**src/rtl/trap_pkg.sv**
```systemverilog
// Shared trap-sequencer definitions: FSM states, machine CSR addresses and cause codes.
package trap_pkg;

  localparam int unsigned XLEN   = 32;
  localparam int unsigned CSR_AW = 12;

  typedef enum logic [2:0] {
    ST_IDLE,
    ST_EPC,
    ST_CAUSE,
    ST_STATUS,
    ST_RESTORE,
    ST_JUMP
  } state_e;

  localparam logic [CSR_AW-1:0] CSR_MSTATUS  = 12'h300;
  localparam logic [CSR_AW-1:0] CSR_MIE      = 12'h304;
  localparam logic [CSR_AW-1:0] CSR_MTVEC    = 12'h305;
  localparam logic [CSR_AW-1:0] CSR_MSCRATCH = 12'h340;
  localparam logic [CSR_AW-1:0] CSR_MEPC     = 12'h341;
  localparam logic [CSR_AW-1:0] CSR_MCAUSE   = 12'h342;
  localparam logic [CSR_AW-1:0] CSR_MTVAL    = 12'h343;
  localparam logic [CSR_AW-1:0] CSR_MIP      = 12'h344;

  localparam logic [XLEN-1:0] CAUSE_ECALL   = 32'h0000_000B;
  localparam logic [XLEN-1:0] CAUSE_EBREAK  = 32'h0000_0003;
  localparam logic [XLEN-1:0] CAUSE_EXT_IRQ = 32'h8000_000B;
  localparam logic [XLEN-1:0] CAUSE_TMR_IRQ = 32'h8000_0007;

  // mstatus image with MPP fixed to machine mode; all other fields zero.
  function automatic logic [XLEN-1:0] mstatus_word(input logic mie, input logic mpie);
    return {19'd0, 2'b11, 3'd0, mpie, 3'd0, mie, 3'd0};
  endfunction

endpackage

```
**src/rtl/irq_sync.sv**
```systemverilog
// Multi-flop synchronizer for an asynchronous active-low interrupt line; flops reset inactive.
module irq_sync #(
  parameter int unsigned STAGES = 2
) (
  input  logic clk,
  input  logic rst_n,
  input  logic i_async,
  output logic o_sync
);

  logic [STAGES-1:0] r_sync;

  always_ff @(posedge clk) begin
    if (!rst_n) begin
      r_sync <= '1;
    end else begin
      r_sync[0] <= i_async;
      for (int unsigned i = 1; i < STAGES; i++) begin
        r_sync[i] <= r_sync[i-1];
      end
    end
  end

  assign o_sync = r_sync[STAGES-1];

endmodule

```
**src/rtl/trap_seq.sv**
```systemverilog
// Machine-mode trap/MRET sequencer: serialises mepc/mcause/mstatus writes, then redirects the PC.
module trap_seq
  import trap_pkg::*;
#(
  parameter int unsigned SYNC_STAGES = 2,
  parameter bit          VECTORED_EN = 1'b1
) (
  input  logic              clk,
  input  logic              rst_n,
  input  logic              ei,
  input  logic              ti,
  input  logic              ecall_n,
  input  logic              ebreak_n,
  input  logic              mret_n,
  input  logic              instr_valid,
  input  logic [XLEN-1:0]   pc,
  input  logic [XLEN-1:0]   mstatus,
  input  logic [XLEN-1:0]   mie,
  input  logic [XLEN-1:0]   mtvec,
  input  logic [XLEN-1:0]   mepc,
  output logic              csr_we,
  output logic [CSR_AW-1:0] csr_waddr,
  output logic [XLEN-1:0]   csr_wdata,
  output logic              stall,
  output logic              redirect,
  output logic [XLEN-1:0]   redirect_pc
);

  state_e              r_state;
  logic [XLEN-1:0]     r_cause;
  logic                r_mpie;
  logic                r_stall;
  logic                r_csr_we;
  logic [CSR_AW-1:0]   r_csr_waddr;
  logic [XLEN-1:0]     r_csr_wdata;
  logic                r_redirect;
  logic [XLEN-1:0]     r_redirect_pc;

  logic                w_ei_n;
  logic                w_ti_n;
  logic                w_ext_irq;
  logic                w_tmr_irq;
  logic                w_trap_cond;
  logic                w_take_trap;
  logic                w_take_mret;
  logic [XLEN-1:0]     w_cause;
  logic [XLEN-1:0]     w_trap_base;
  logic [XLEN-1:0]     w_trap_tgt;

  irq_sync #(.STAGES(SYNC_STAGES)) u_ei_sync (
    .clk     (clk),
    .rst_n   (rst_n),
    .i_async (ei),
    .o_sync  (w_ei_n)
  );

  irq_sync #(.STAGES(SYNC_STAGES)) u_ti_sync (
    .clk     (clk),
    .rst_n   (rst_n),
    .i_async (ti),
    .o_sync  (w_ti_n)
  );

  assign w_ext_irq   = ~w_ei_n & mstatus[3] & mie[11];
  assign w_tmr_irq   = ~w_ti_n & mstatus[3] & mie[7];
  assign w_trap_cond = ~ecall_n | ~ebreak_n | w_ext_irq | w_tmr_irq;
  assign w_take_trap = (r_state == ST_IDLE) & instr_valid & w_trap_cond;
  assign w_take_mret = (r_state == ST_IDLE) & instr_valid & ~mret_n & ~w_trap_cond;

  // Fixed priority: ecall > ebreak > external > timer.
  always_comb begin
    w_cause = CAUSE_TMR_IRQ;
    if (!ecall_n)       w_cause = CAUSE_ECALL;
    else if (!ebreak_n) w_cause = CAUSE_EBREAK;
    else if (w_ext_irq) w_cause = CAUSE_EXT_IRQ;
  end

  // Vectored targets apply only to interrupts; the add wraps at 32 bits.
  assign w_trap_base = {mtvec[XLEN-1:2], 2'b00};
  assign w_trap_tgt  = (VECTORED_EN && (mtvec[1:0] == 2'b01) && r_cause[XLEN-1])
                     ? w_trap_base + {25'd0, r_cause[4:0], 2'b00}
                     : w_trap_base;

  always_ff @(posedge clk) begin
    if (!rst_n) begin
      r_state       <= ST_IDLE;
      r_cause       <= '0;
      r_mpie        <= 1'b0;
      r_stall       <= 1'b0;
      r_csr_we      <= 1'b0;
      r_csr_waddr   <= '0;
      r_csr_wdata   <= '0;
      r_redirect    <= 1'b0;
      r_redirect_pc <= '0;
    end else begin
      r_csr_we      <= 1'b0;
      r_csr_waddr   <= '0;
      r_csr_wdata   <= '0;
      r_redirect    <= 1'b0;
      r_redirect_pc <= '0;
      case (r_state)
        ST_IDLE: begin
          if (w_take_trap) begin
            r_state     <= ST_EPC;
            r_cause     <= w_cause;
            r_mpie      <= mstatus[3];
            r_stall     <= 1'b1;
            r_csr_we    <= 1'b1;
            r_csr_waddr <= CSR_MEPC;
            r_csr_wdata <= {pc[XLEN-1:2], 2'b00};
          end else if (w_take_mret) begin
            r_state     <= ST_RESTORE;
            r_stall     <= 1'b1;
            r_csr_we    <= 1'b1;
            r_csr_waddr <= CSR_MSTATUS;
            r_csr_wdata <= mstatus_word(mstatus[7], 1'b1);
          end
        end
        ST_EPC: begin
          r_state     <= ST_CAUSE;
          r_csr_we    <= 1'b1;
          r_csr_waddr <= CSR_MCAUSE;
          r_csr_wdata <= r_cause;
        end
        ST_CAUSE: begin
          r_state     <= ST_STATUS;
          r_csr_we    <= 1'b1;
          r_csr_waddr <= CSR_MSTATUS;
          r_csr_wdata <= mstatus_word(1'b0, r_mpie);
        end
        ST_STATUS: begin
          r_state       <= ST_JUMP;
          r_redirect    <= 1'b1;
          r_redirect_pc <= w_trap_tgt;
        end
        ST_RESTORE: begin
          r_state       <= ST_JUMP;
          r_redirect    <= 1'b1;
          r_redirect_pc <= {mepc[XLEN-1:2], 2'b00};
        end
        ST_JUMP: begin
          r_state <= ST_IDLE;
          r_stall <= 1'b0;
        end
        default: begin
          r_state <= ST_IDLE;
          r_stall <= 1'b0;
        end
      endcase
    end
  end

  // Registered outputs land one cycle after each state transition; stall also covers the trap cycle.
  assign csr_we      = r_csr_we;
  assign csr_waddr   = r_csr_waddr;
  assign csr_wdata   = r_csr_wdata;
  assign redirect    = r_redirect;
  assign redirect_pc = r_redirect_pc;
  assign stall       = rst_n & (r_stall | w_take_trap | w_take_mret);

  logic w_unused;
  assign w_unused = &{1'b0, mstatus[31:8], mstatus[6:4], mstatus[2:0], mie[31:12],
                      mie[10:8], mie[6:0], pc[1:0], mepc[1:0]};

endmodule

```
**config.mk**
```make
export PLATFORM = sky130hd
export DESIGN_NAME = trap_seq
export DESIGN_NICKNAME = d
export VERILOG_FILES = /design/src/rtl/trap_pkg.sv /design/src/rtl/irq_sync.sv /design/src/rtl/trap_seq.sv
export SDC_FILE = /design/constraint.sdc
export NUM_CORES = 1
export LEC_CHECK = 0
export BUFFER_PORTS_ARGS = -buffer_cell sky130_fd_sc_hd__clkbuf_2
export CAP_MARGIN = 0
export CORE_AREA = 2 2 96 98
export CTS_CLUSTER_SIZE = 24
export DETAILED_ROUTE_END_ITERATION = 10
export DIE_AREA = 0 0 98 100
export GPL_ROUTABILITY_DRIVEN = 0
export PLACE_DENSITY_LB_ADDON = 0.15
export SLEW_MARGIN = 20
export SYNTH_ARGS = -nofsm -noshare
export SYNTH_HDL_FRONTEND = slang
export SYNTH_SLANG_ARGS = --single-unit
```
**constraint.sdc**
```tcl
create_clock -name clk -period 3.6 [get_ports clk]
set_clock_uncertainty 0.05 [all_clocks]
set_input_delay 0 -clock clk [delete_from_list [all_inputs] [get_ports clk]]
set_output_delay 0 -clock clk [all_outputs]
set_load 0.02 [all_outputs]
```
==> flow_summary.toml, run 1 <==
[logic_synthesis]
synth_cells = 360
synth_top_cell_by_area = "dfxtp_1"
synthTopCellsByArea = "dfxtp_1, xor2_1, and2_1"
yosys_most_used_dff = "dfxtp_1"
async_reset_ff_frac = 0
synth_edf_count = 0
synth_cell_types = 53
ys_ff_latch = 80
seq_area_frac_synth = 0.478
syn_area_um2 = 3350
post-synth-top-area-fraction = 0.478
syn_avg_cell_area_um2 = 9.31
yosysWarnings = 0

[placement]
dp_cells = 630
hpwl_mm = 6.84
io_buffers = 173

[die]
num_rows = 35
die_w_um = 98
die_area_um2 = 9800
initial_core_util = 0.377
core_area_um2 = 8890
ios = 247
die_height_um = 100

[routing]
num_vias = 3461
drt_iter0_drc = 86
first_pass_iters = 4
wl_per_cell_um = 13.5
avgViaCountPerCell = 4.68
drt-total-wl_mm = 9.99
drc = 0
drtAntennaViolNets = 0

[sta]
timing.final.crit_share = 0.809
maxSlewHeadroom = 0.324
finalCriticalPeriod_ps = 2910
timing.final.hold_violations = 0
drv_slew = 0
max_freq_ghz = 0.343
grt_setup_unrepaired = "false"
tns_ps = 0
worst_pin_slew_ps = 1010
setup_viol = 0

[cts]
clock-root-buffer = "clkbuf_8"
cts_setup_buffers = 0
cts_tree = "built"
htreeDepth = 3
cts.sinks = 80
cts_resized = 0
clockBufferDepth = 2
cts_buffers = 9
clk_pin_slew_worst_paths_ps = 90
worstSkewPairLatency_ps = 350
postCtsHoldBufs = 93

[global_route]
grt_use_met2 = 0.359
grt.total_usage = 0.202
top_usage_layer = "met2"
grt_max_degree = 30
gr-usage-met3 = 0.0397
overflow = 0
antenna_found_initial = 0
grtUsageMet1 = 0.238
first_global_vias = 3400
grt_first_pass_wirelength_mm = 15.9

[critical_path]
critPathRequiredTime_ps = 3800
critical_path_class = "flip-flop to flip-flop"
worstPathMaxFanout = 11
end_kind = "flip-flop"
cp-start-kind = "flip-flop"
crit_arrival_ps = 3110

[final_layout]
syn_to_final_growth_pct = 61.0
layout.nets = 796
fin_cells = 739
layout-drive-gt1-share = 0.320
num_antenna_cells = 0
mostFrequentLayoutCell = "clkbuf_2"
final_cell_mix = "clkbuf_2, dlygate4sd3_1, dfxtp_1"

[pwr]
peakVddDrop_v = 0.000176
leakage_uw = 0.00255
powerDensity_nw_per_um2 = 416
totalPowerFinal_uw = 2250

[min_path]
hp-class = "input port to flip-flop"

[run_status]
status = "finished, final reports clean"

[run]
maxCapViolCount = 0
[cells in the mapped netlist (2+ instances only)]
cell type and count:
a211oi_1 4, a21boi_0 2, a21o_1 3, a21oi_1 6, a22o_1 3, a22oi_1 3, and2_1 29, and3_1 4
buf_2 6, buf_4 11, clkbuf_1 6, dfxtp_1 80, ha_1 4, inv_1 7, nand2_1 35, nand2b_1 7
nand3_1 18, nand3b_1 5, nand4_1 13, nor2_1 13, nor2b_1 8, nor3b_1 4, nor4_1 4, o21a_1 2
o21ai_0 25, o21ai_1 6, xnor2_1 4, xor2_1 23
[through the flow]
stage          utilization  cell area, µm²  worst slack [ps]  hold WS, ps
2_1_floorplan            -            3380              1530         51.5
3_3_place_gp         0.480            4270              1280          130
3_5_place_dp         0.480            4270              1230          134
4_1_cts              0.607            5400               678       0.0170
5_1_grt              0.607            5400               456         31.6
6_report             0.607            5400               686         1.90
[registers in the layout, summed over array words and instances (netlist names)]
name              cells
csr_wdata            31
redirect_pc          30
csr_waddr             4
r_cause               4
r_state               3
u_ei_sync.r_sync      2
u_ti_sync.r_sync      2
csr_we                1
r_mpie                1
r_stall               1
redirect              1
[cells by family after synthesis]
| group | count (synthesis) | synth area share |
|---|---|---|
| flip-flops | 80 | 0.478 |
| XOR/XNOR | 27 | 0.0705 |
| AND/OR/NAND/NOR | 149 | 0.251 |
| AO/OA/AOI/OAI | 64 | 0.122 |
| buffers and inverters | 32 | 0.0507 |
| multiplexers | 2 | 0.00634 |
| other | 1 | 0.00112 |
| adder cells (fa/ha/maj) | 5 | 0.0209 |
[report_power, final]
group | internal (µW) | switching (µW) | total [µW]
sequential | 969 | 42.5 | 1010
combinational | 248 | 299 | 547
clock | 329 | 358 | 687
[layer usage]
| metal | part of all wire | wire length [µm] |
|---|---|---|
| met1 | 0.41 | 4140 |
| met2 | 0.50 | 4990 |
| met3 | 0.060 | 597 |
| met4 | 0.026 | 260 |
| met5 | 0 | 0 |
[area by class of cell]
| type | count | area [µm²] |
|---|---|---|
| multi-input combinational | 256 | 1610 |
| tap | 111 | 139 |
| sequential | 80 | 1600 |
| fill | 813 | 3490 |
| clock buffer | 9 | 124 |
| inverter | 7 | 26.3 |
| clock inverter | 7 | 78.8 |
| timing repair buffer | 269 | 1820 |
[critical path, stage by stage (launching register included)]
cell	delay [ps]
dfxtp_1	440
ha_1	240
inv_1	70
fa_1	400
nand2b_1	180
a211oi_1	210
buf_4	220
nand4_1	110
xnor2_1	150
a22o_1	190
dlygate4sd3_1	540
[worst paths after layout]
path                             from                   to  cells past startpoint  slack, ps
setup reg to reg           r_cause[1]      redirect_pc[30]                     10        690
setup / recovery           r_cause[1]      redirect_pc[30]                     10        690
hold reg to reg   u_ei_sync.r_sync[0]  u_ei_sync.r_sync[1]                      1        360
hold / removal              mtvec[21]      redirect_pc[21]                      4          2
(Power assumes the default switching activity.)
==> run 2, diff against run 1 <==
Settings changed: CORE_AREA 2 2 96 98 to 2 2 95 97, DIE_AREA 0 0 98 100 to 0 0 97 99.
Clock period 3.6 ns to 2.9 ns, I/O delays scaled along.
==> run 2 against run 1 <==
Against the previous run: sequential cell count is the same; sequential share of layout area shrank 0.46 points; cell count grew 0.68%; critical path type unchanged; highest routed layer unchanged.
==> flow_summary.toml, run 2 (same netlist as run 1, synthesis figures left out) <==
[run_status]
status = "finished, final reports clean"

[min_path]
hp-class = "input port to flip-flop"
min_path_cells = 4
hp-start = "mret_n"

[pwr]
swShare = 0.313
totalPowerFinal_uw = 2810
comb_power_share = 0.247
switching_power_uw = 881
pwr-share-seq = 0.448
peakVddDrop_v = 0.000232
powerDensity_nw_per_um2 = 512
leakage_uw = 0.00259
clock_power_share = 0.305
p_int_uw = 1930

[final_layout]
num-fill-cells = 717
mostFrequentLayoutCell = "clkbuf_2"
fin_util = 0.643
layout-drive-gt1-share = 0.329
num_antenna_cells = 0
layout.nets = 804
largest_reg_flops = 31
syn_to_final_growth_pct = 64.0
finalInstanceArea_um2 = 5500
final_cell_mix = "clkbuf_2, dlygate4sd3_1, dfxtp_1"

[die]
die_area_um2 = 9600
die_height_um = 99
core_area_um2 = 8550
die_w_um = 97
ios = 247
num_rows = 34
initial_core_util = 0.392

[routing]
num_vias = 3479
drt-total-wl_mm = 10.4
first_pass_iters = 4
wl_per_cell_um = 14.0
drc = 0
drtAntennaViolNets = 0
avgViaCountPerCell = 4.68
drt_iter0_drc = 76

[sta]
finalCriticalPeriod_ps = 2790
setup_viol = 0
timing.final.hold_violations = 0
drv_slew = 0
worst_pin_slew_ps = 625
fin_ws_ps = 111
maxSlewHeadroom = 0.582
timing.final.crit_share = 0.962
tns_ps = 0
max_freq_ghz = 0.359

[cts]
worstSkewPairLatency_ps = 350
clockBufferDepth = 2
clk_pin_slew_worst_paths_ps = 90
cts_buffers = 9
htreeDepth = 3
cts.sinks = 80
clock-root-buffer = "clkbuf_8"
cts_tree = "built"

[global_route]
first_global_vias = 3551
grt.total_usage = 0.218
grt_max_degree = 30
antenna_found_initial = 0
overflow = 0
grt_first_pass_wirelength_mm = 16.9

[critical_path]
cp-start-kind = "flip-flop"
rr_startpoint = "r_cause[1]"
critPathRequiredTime_ps = 3150
reg2reg_to = "redirect_pc[28]"
regToRegSetupSlack_ps = 110
crit_arrival_ps = 3040
r2r.worst_path.cells = 10
crit_start = "r_cause[1]"
end_kind = "flip-flop"
worstPathMaxFanout = 6
critical_path_class = "flip-flop to flip-flop"
crit_path_end = "redirect_pc[28]"

[placement]
hpwl_mm = 6.93
io_buffers = 173
preCtsSetupSlack_ps = 534
place_area_um2 = 4270

[run]
maxCapViolCount = 0
[run 2: worst min-delay path by stage]
| stage | to | slack (ps) |
|---|---|---|
| 4_1_cts | redirect_pc[29] | 5 |
| 3_5_place_dp | u_ei_sync.r_sync[0] | 140 |
| 6_report | csr_wdata[7] | 30 |
| 3_3_place_gp | u_ei_sync.r_sync[0] | 130 |
| 5_1_grt | u_ti_sync.r_sync[1] | 40 |
| 2_1_floorplan | u_ei_sync.r_sync[0] | 50 |
[run 2: stage by stage]
step | hold WS, ps | std cells
2_1_floorplan | 51.5 | 368
3_3_place_gp | 130 | 628
3_5_place_dp | 137 | 628
4_1_cts | 4.66 | 742
5_1_grt | 44.5 | 744
6_report | 27.7 | 744
[run 2: final cells by class]
cell class | count | area (µm²) | share of cell area
Timing Repair Buffer | 277 | 1890 | 0.344
Sequential cell | 80 | 1610 | 0.292
Clock inverter | 7 | 77.6 | 0.0141
Multi-Input combinational cell | 256 | 1640 | 0.298
Tap cell | 108 | 135 | 0.0246
Clock buffer | 9 | 124 | 0.0225
Inverter | 7 | 26.3 | 0.00478
[run 2: power by group through the flow]
stage | logic, µW | registers, µW | clock network [µW]
CTS | 685 | 1260 | 886
global placement | 566 | 1280 | 0
global route | 759 | 1270 | 921
finish | 695 | 1260 | 859
floorplan | 280 | 1360 | 0
detailed placement | 573 | 1280 | 0
[run 2: repair_timing]
item | 4_1_cts | 5_1_grt
resized for setup | 0 | 9
setup endpoints to repair | 0 | 16
hold endpoints to repair | 66 | 0
buffers inserted | 0 | 1
hold buffers | 98 | 0
[run 2: metal layers]
metal	global-route usage	wire, µm	vias to the layer above
li1	-	-	1763
met1	0.257	4490	1576
met2	0.394	5190	125
met3	0.0404	528	15
met4	0.0780	185	0
met5	0	0	-
[run 2: critical path, stage by stage, from the launching register on]
cell and delay (ps):
dfxtp_4 390, ha_2 190, inv_1 60, fa_1 410, nand2b_4 180, a211oi_4 260
buf_4 200, nand3_1 80, xor2_1 160, o21ai_0 170, dlygate4sd3_1 580
